**src/rtl/alu_ctrl_pkg.sv**
```systemverilog
`default_nettype none
// ============================================================================
// alu_ctrl_pkg : opcodes, FSM state encoding and default MUL latency
// Revision     : 1.0
// ============================================================================
package alu_ctrl_pkg;

  typedef logic [2:0] op_t;
  typedef logic [1:0] state_t;

  localparam op_t OP_ADD   = 3'b000;
  localparam op_t OP_SUB   = 3'b001;
  localparam op_t OP_MUL   = 3'b010;
  localparam op_t OP_AND   = 3'b011;
  localparam op_t OP_XOR   = 3'b100;
  localparam op_t OP_SL    = 3'b101;
  localparam op_t OP_SR    = 3'b110;
  localparam op_t OP_WRONG = 3'b111;

  localparam logic [1:0] ST_IDLE = 2'd0;
  localparam logic [1:0] ST_EXEC = 2'd1;
  localparam logic [1:0] ST_DONE = 2'd2;

  localparam int unsigned MUL_LAT_DEFAULT = 3;

endpackage
`default_nettype wire

```
**src/rtl/ALU.sv**
```systemverilog
`default_nettype none
// ============================================================================
// ALU : shared combinational 32-bit ALU (add/sub/mul/and/xor/shifts)
// Revision : 1.0
// ============================================================================
module ALU
  import alu_ctrl_pkg::*;
(
  input  logic [2:0]  op_i,
  input  logic [31:0] a_i,
  input  logic [31:0] b_i,
  output logic [31:0] y_o
);

  logic        w_big_shift;
  logic [31:0] w_shl;
  logic [31:0] w_sra;

  // Shift amounts of 32 or more saturate instead of wrapping on b[4:0]
  assign w_big_shift = |b_i[31:5];
  assign w_shl       = w_big_shift ? 32'd0 : (a_i << b_i[4:0]);
  assign w_sra       = w_big_shift ? {32{a_i[31]}} : 32'($signed(a_i) >>> b_i[4:0]);

  always_comb begin
    y_o = 32'd0;
    case (op_i)
      OP_ADD:  y_o = a_i + b_i;
      OP_SUB:  y_o = a_i - b_i;
      OP_MUL:  y_o = a_i * b_i;
      OP_AND:  y_o = a_i & b_i;
      OP_XOR:  y_o = a_i ^ b_i;
      OP_SL:   y_o = w_shl;
      OP_SR:   y_o = w_sra;
      default: y_o = 32'd0;
    endcase
  end

endmodule
`default_nettype wire

```
**src/rtl/alu_arbiter.sv**
```systemverilog
`default_nettype none
// ============================================================================
// alu_arbiter : two-requester round-robin front end for one shared ALU
// Revision    : 1.0
// ============================================================================
module alu_arbiter
  import alu_ctrl_pkg::*;
#(
  parameter int unsigned MUL_LAT = MUL_LAT_DEFAULT
) (
  input  logic        clk_i,
  input  logic        rst_i,
  input  logic        req0_valid_i,
  input  logic        req1_valid_i,
  output logic        req0_ready_o,
  output logic        req1_ready_o,
  input  logic [2:0]  req0_op_i,
  input  logic [2:0]  req1_op_i,
  input  logic [31:0] req0_a_i,
  input  logic [31:0] req0_b_i,
  input  logic [31:0] req1_a_i,
  input  logic [31:0] req1_b_i,
  output logic        res_valid_o,
  input  logic        res_ready_i,
  output logic [31:0] res_data_o,
  output logic        res_id_o,
  output logic        res_err_o
);

  localparam logic [2:0] C_MUL_CNT_INIT = 3'(MUL_LAT - 1);

  state_t      state_q, state_d;
  logic        rr_q, rr_d;            // 1 = req1 has priority
  logic [2:0]  cnt_q, cnt_d;
  op_t         op_q, op_d;
  logic [31:0] a_q, a_d, b_q, b_d;
  logic        id_q, id_d;
  logic [31:0] res_data_q, res_data_d;
  logic        res_id_q, res_id_d;
  logic        res_err_q, res_err_d;
  logic        w_gnt0, w_gnt1;
  logic [31:0] w_alu_y;

  ALU u_alu (
    .op_i (op_q),
    .a_i  (a_q),
    .b_i  (b_q),
    .y_o  (w_alu_y)
  );

  always_comb begin
    state_d    = state_q;
    rr_d       = rr_q;
    cnt_d      = cnt_q;
    op_d       = op_q;
    a_d        = a_q;
    b_d        = b_q;
    id_d       = id_q;
    res_data_d = res_data_q;
    res_id_d   = res_id_q;
    res_err_d  = res_err_q;
    w_gnt0     = 1'b0;
    w_gnt1     = 1'b0;
    case (state_q)
      ST_IDLE: begin
        if (req0_valid_i && (!rr_q || !req1_valid_i)) w_gnt0 = 1'b1;
        else if (req1_valid_i)                        w_gnt1 = 1'b1;
        if (w_gnt0 || w_gnt1) begin
          op_d    = w_gnt1 ? req1_op_i : req0_op_i;
          a_d     = w_gnt1 ? req1_a_i  : req0_a_i;
          b_d     = w_gnt1 ? req1_b_i  : req0_b_i;
          id_d    = w_gnt1;
          rr_d    = w_gnt0;
          cnt_d   = (op_d == OP_MUL) ? C_MUL_CNT_INIT : 3'd0;
          state_d = ST_EXEC;
        end
      end
      ST_EXEC: begin
        if (cnt_q == 3'd0) begin
          res_data_d = (op_q == OP_WRONG) ? 32'd0 : w_alu_y;
          res_err_d  = (op_q == OP_WRONG);
          res_id_d   = id_q;
          state_d    = ST_DONE;
        end else begin
          cnt_d = cnt_q - 3'd1;
        end
      end
      ST_DONE: begin
        if (res_ready_i) state_d = ST_IDLE;
      end
      default: state_d = ST_IDLE;
    endcase
  end

  always_ff @(posedge clk_i) begin
    if (!rst_i) begin
      state_q    <= ST_IDLE;
      rr_q       <= 1'b0;
      cnt_q      <= 3'd0;
      op_q       <= OP_ADD;
      a_q        <= 32'd0;
      b_q        <= 32'd0;
      id_q       <= 1'b0;
      res_data_q <= 32'd0;
      res_id_q   <= 1'b0;
      res_err_q  <= 1'b0;
    end else begin
      state_q    <= state_d;
      rr_q       <= rr_d;
      cnt_q      <= cnt_d;
      op_q       <= op_d;
      a_q        <= a_d;
      b_q        <= b_d;
      id_q       <= id_d;
      res_data_q <= res_data_d;
      res_id_q   <= res_id_d;
      res_err_q  <= res_err_d;
    end
  end

  assign req0_ready_o = w_gnt0;
  assign req1_ready_o = w_gnt1;
  assign res_valid_o  = (state_q == ST_DONE);
  assign res_data_o   = res_data_q;
  assign res_id_o     = res_id_q;
  assign res_err_o    = res_err_q;

endmodule
`default_nettype wire

```
**config.mk**
```make
export PLATFORM = sky130hd
export DESIGN_NAME = alu_arbiter
export DESIGN_NICKNAME = d
export VERILOG_FILES = /design/src/rtl/alu_ctrl_pkg.sv /design/src/rtl/ALU.sv /design/src/rtl/alu_arbiter.sv
export SDC_FILE = /design/constraint.sdc
export NUM_CORES = 2
export LEC_CHECK = 0
export ABC_CLOCK_PERIOD_IN_PS = 8600
export CAP_MARGIN = 40
export CORE_MARGIN = 3
export CORE_UTILIZATION = 50
export DETAILED_ROUTE_END_ITERATION = 10
export GPL_TIMING_DRIVEN = 0
export MAX_ROUTING_LAYER = met4
export PLACE_DENSITY = 0.7
export SYNTH_ARGS = -nofsm -noshare
export SYNTH_HDL_FRONTEND = slang
export SYNTH_SLANG_ARGS = --single-unit
```
**constraint.sdc**
```tcl
create_clock -name clk_i -period 8.6 [get_ports clk_i]
set_input_delay 0.86 -clock clk_i [delete_from_list [all_inputs] [get_ports clk_i]]
set_output_delay 0.86 -clock clk_i [all_outputs]
set_load 0.05 [all_outputs]
```
==> metrics <==
status=finished, final reports clean; flop-to-flop setup slack=0.1 ns; Routed WL=122 mm; Diodes inserted=0; fmax=0.118 GHz; Die Width=240 µm; Required @ worst endpoint=8.87 ns; GRT busiest layer=met2; die height=240 µm; most frequent CP cell=fa_1; worst-margin pin slew=1.10 ns; met2 Track Usage GR=59.4%; largest net degree at the start of global routing=21; final non-filler cell area=0.0308 mm²; share of cells above drive strength 1=7.18%; M1 GR Usage=59.1%; final hold vios=0; CTS Hold Bufs=0; Setup CP Type=flip-flop to flip-flop; Hold Crit Class=flip-flop to flip-flop; placed cell area=0.0303 mm²; Leak=0.0148 µW; sequential element share of the synthesized area=7.92%; DR iter-0 viols=3251; gr usage total=44.3%; Placer Congestion=1.13; Detail Placement HPWL=102 mm; Peak VDD IR=492 µV; row cnt=85; Final Net Count=4103; launching element type of the critical path=flip-flop; Hold WS=0.450 ns; worst path cell trace=clkbuf_2, clkbuf_2, and2_1, fa_1, fa_1, inv_1, fa_1, inv_1, fa_1, fa_1, fa_1, fa_1, fa_1, ha_1, and3_1, and4b_1, a2111o_1, a22oi_1, o21ai_2, o21a_1, nor2_2, xnor2_2, a221oi_4, o21ai_1; Power Density=372 mW/mm²; Slew Limit Fails=0; post-synthesis async set-or-reset flop share=0%; Yosys cell types=86; CTS root buffer=clkbuf_16; Initial Util=50.7%; Cell Count, Final, Fillers Out=4066; Max Cap Viol=0; Final Setup Violations=0; IO Count=176; fin crit period=8.50 ns; htree depth=3; CTS tree=done; syn nets=3903; number of enable flip-flop cells after synthesis=0; Avg Vias per Cell=6.25; most frequent cells in the layout=fa_1, inv_1, nand2_1; most common cell after layout, fill and taps aside=fa_1; RSZ-0062 raised after global routing=true; Avg Cell Area, Syn=8.63 µm²; Ys Warns=0; antenna violations before repair=3; Max clock buf depth=2; Max stage delay on crit path=0.68 ns; CP Buf/Inv Count=4; Residual DRC=0; placed instance count=4067; global-route wire length before repair=176 mm; Routed WL per cell=29.9 µm; vias post-DR=25421; Pre-antenna DRT Iters=7; fill count=4999; Tcrit/Tclk final=98.9%; cell with the largest stage delay on the worst path=dfxtp_1; clock slew at reported path FFs=0.10 ns; clock latency on the worst-skew pair=0.40 ns; met3 usage=16.9%; P&R area growth vs syn=12.8%; vias in the first global route=25374; aggregate global routing overflow=0; Synth Flop Type=dfxtp_1; skew final=0.0221 ns; Setup TNS=0 ns; CP delay by family, top=adder cells; post-route antenna net violation count=0; Mapped Cells=3165; total chip power=11500 µW; critical path arrival=8.77 ns; die area=0.0575 mm²; Rel. slew slack=26.6%; Worst setup EP type=flip-flop; # clock sinks=108; Cell Area, Synth=0.0273 mm²; #FFs+latches synth=108; Core Box Area=0.0539 mm²; CP max FO=10; TritonCTS Buffers=9; I/O Buffers=175
[worst reg2reg max path, stage by stage (launching register included)]
cell and delay, ns:
dfxtp_1 0.68, clkbuf_2 0.45, clkbuf_2 0.45, and2_1 0.21
fa_1 0.45, fa_1 0.53, inv_1 0.05, fa_1 0.47
inv_1 0.05, fa_1 0.40, fa_1 0.47, fa_1 0.57
fa_1 0.46, fa_1 0.52, ha_1 0.42, and3_1 0.23
and4b_1 0.18, a2111o_1 0.32, a22oi_1 0.21, o21ai_2 0.17
o21a_1 0.23, nor2_2 0.17, xnor2_2 0.16, a221oi_4 0.42
o21ai_1 0.10
[flip-flops by register name, summed over array words and instances (netlist names)]
| name | count |
|---|---|
| op_q | 3 |
| cnt_q | 3 |
| a_q | 32 |
| rr_q | 1 |
| state_q | 2 |
| b_q | 32 |
| id_q | 1 |
| res_id_o | 1 |
| res_err_o | 1 |
| res_data_o | 32 |
[what timing repair did]
action	in CTS	in global routing
resized for setup	64	91
buffers inserted	2	0
pin swaps	1	1
setup endpoints to repair	18	12
[stage by stage]
| step | setup WS, ns | util [%] |
|---|---|---|
| after floorplan | 0.656 | - |
| after global placement | -2.34 | 55.5 |
| after detailed placement | -2.14 | 56.2 |
| after CTS | 0.0119 | 57.0 |
| after global routing | -0.0264 | 57.1 |
| final | 0.0967 | 57.1 |
[path summary, 6_finish.rpt]
kind / startpoint / endpoint / cells after the start
max: a_q[6]$_SDFFE_PN0P_ / res_data_o[27]$_SDFFE_PN0P_ / 24
min: res_data_o[0]$_SDFFE_PN0P_ / res_data_o[0]$_SDFFE_PN0P_ / 2
max reg2reg: a_q[6]$_SDFFE_PN0P_ / res_data_o[27]$_SDFFE_PN0P_ / 24
min reg2reg: res_data_o[0]$_SDFFE_PN0P_ / res_data_o[0]$_SDFFE_PN0P_ / 2
[power breakdown]
part	internal [µW]	leakage, µW	switching [µW]
Clock	234	0.000152	242
Combinational	3620	0.0137	6580
Sequential	588	0.000895	201
Total	4440	0.0148	7020
[cell usage after synthesis, types with 22 or more instances]
library cell	n	area (µm²)
a21oi_1	131	656
nor2_1	127	477
o211a_1	69	691
mux2i_1	131	1310
ha_1	190	2380
nor3_1	22	110
dfxtp_1	108	2160
and2_1	329	2060
xnor2_1	88	771
nand2_1	372	1400
nand3_1	23	115
clkbuf_1	198	743
buf_1	22	82.6
o21ai_1	51	255
mux4_2	52	1170
o21ai_0	69	345
fa_1	409	8190
nand2b_1	28	175
inv_1	399	1500
xor2_1	41	359
[per-layer routing]
metal | wire length (µm) | up-vias
met3 | 17800 | 315
met4 | 7160 | 0
met5 | 0 | -
li1 | - | 10746
met1 | 48300 | 12512
met2 | 48300 | 1848
[cell families (layout without fill, tap and decap cells)]
group           after synthesis  count (layout)  synth area share [%]
flops                       108             108                  7.92
mux                         198             198                  9.71
xor+xnor                    129             129                  4.14
fa+ha+maj                   599             599                  38.7
simple gates                973             973                  17.8
buf+inv                     643             848                  8.97
compound gates              515             515                  12.8
[final cells by class]
cell class | count | area, µm² | share of cell area [%]
clock inverters | 7 | 93.8 | 0.305
inverters | 400 | 1500 | 4.87
repair buffers | 209 | 2130 | 6.92
multi-input cells | 2414 | 22800 | 74.0
flip-flops and latches | 108 | 2180 | 7.08
plain buffers | 223 | 1020 | 3.31
clock buffers | 9 | 225 | 0.731
well taps | 696 | 871 | 2.83
Power figures use the tool's default switching activity.
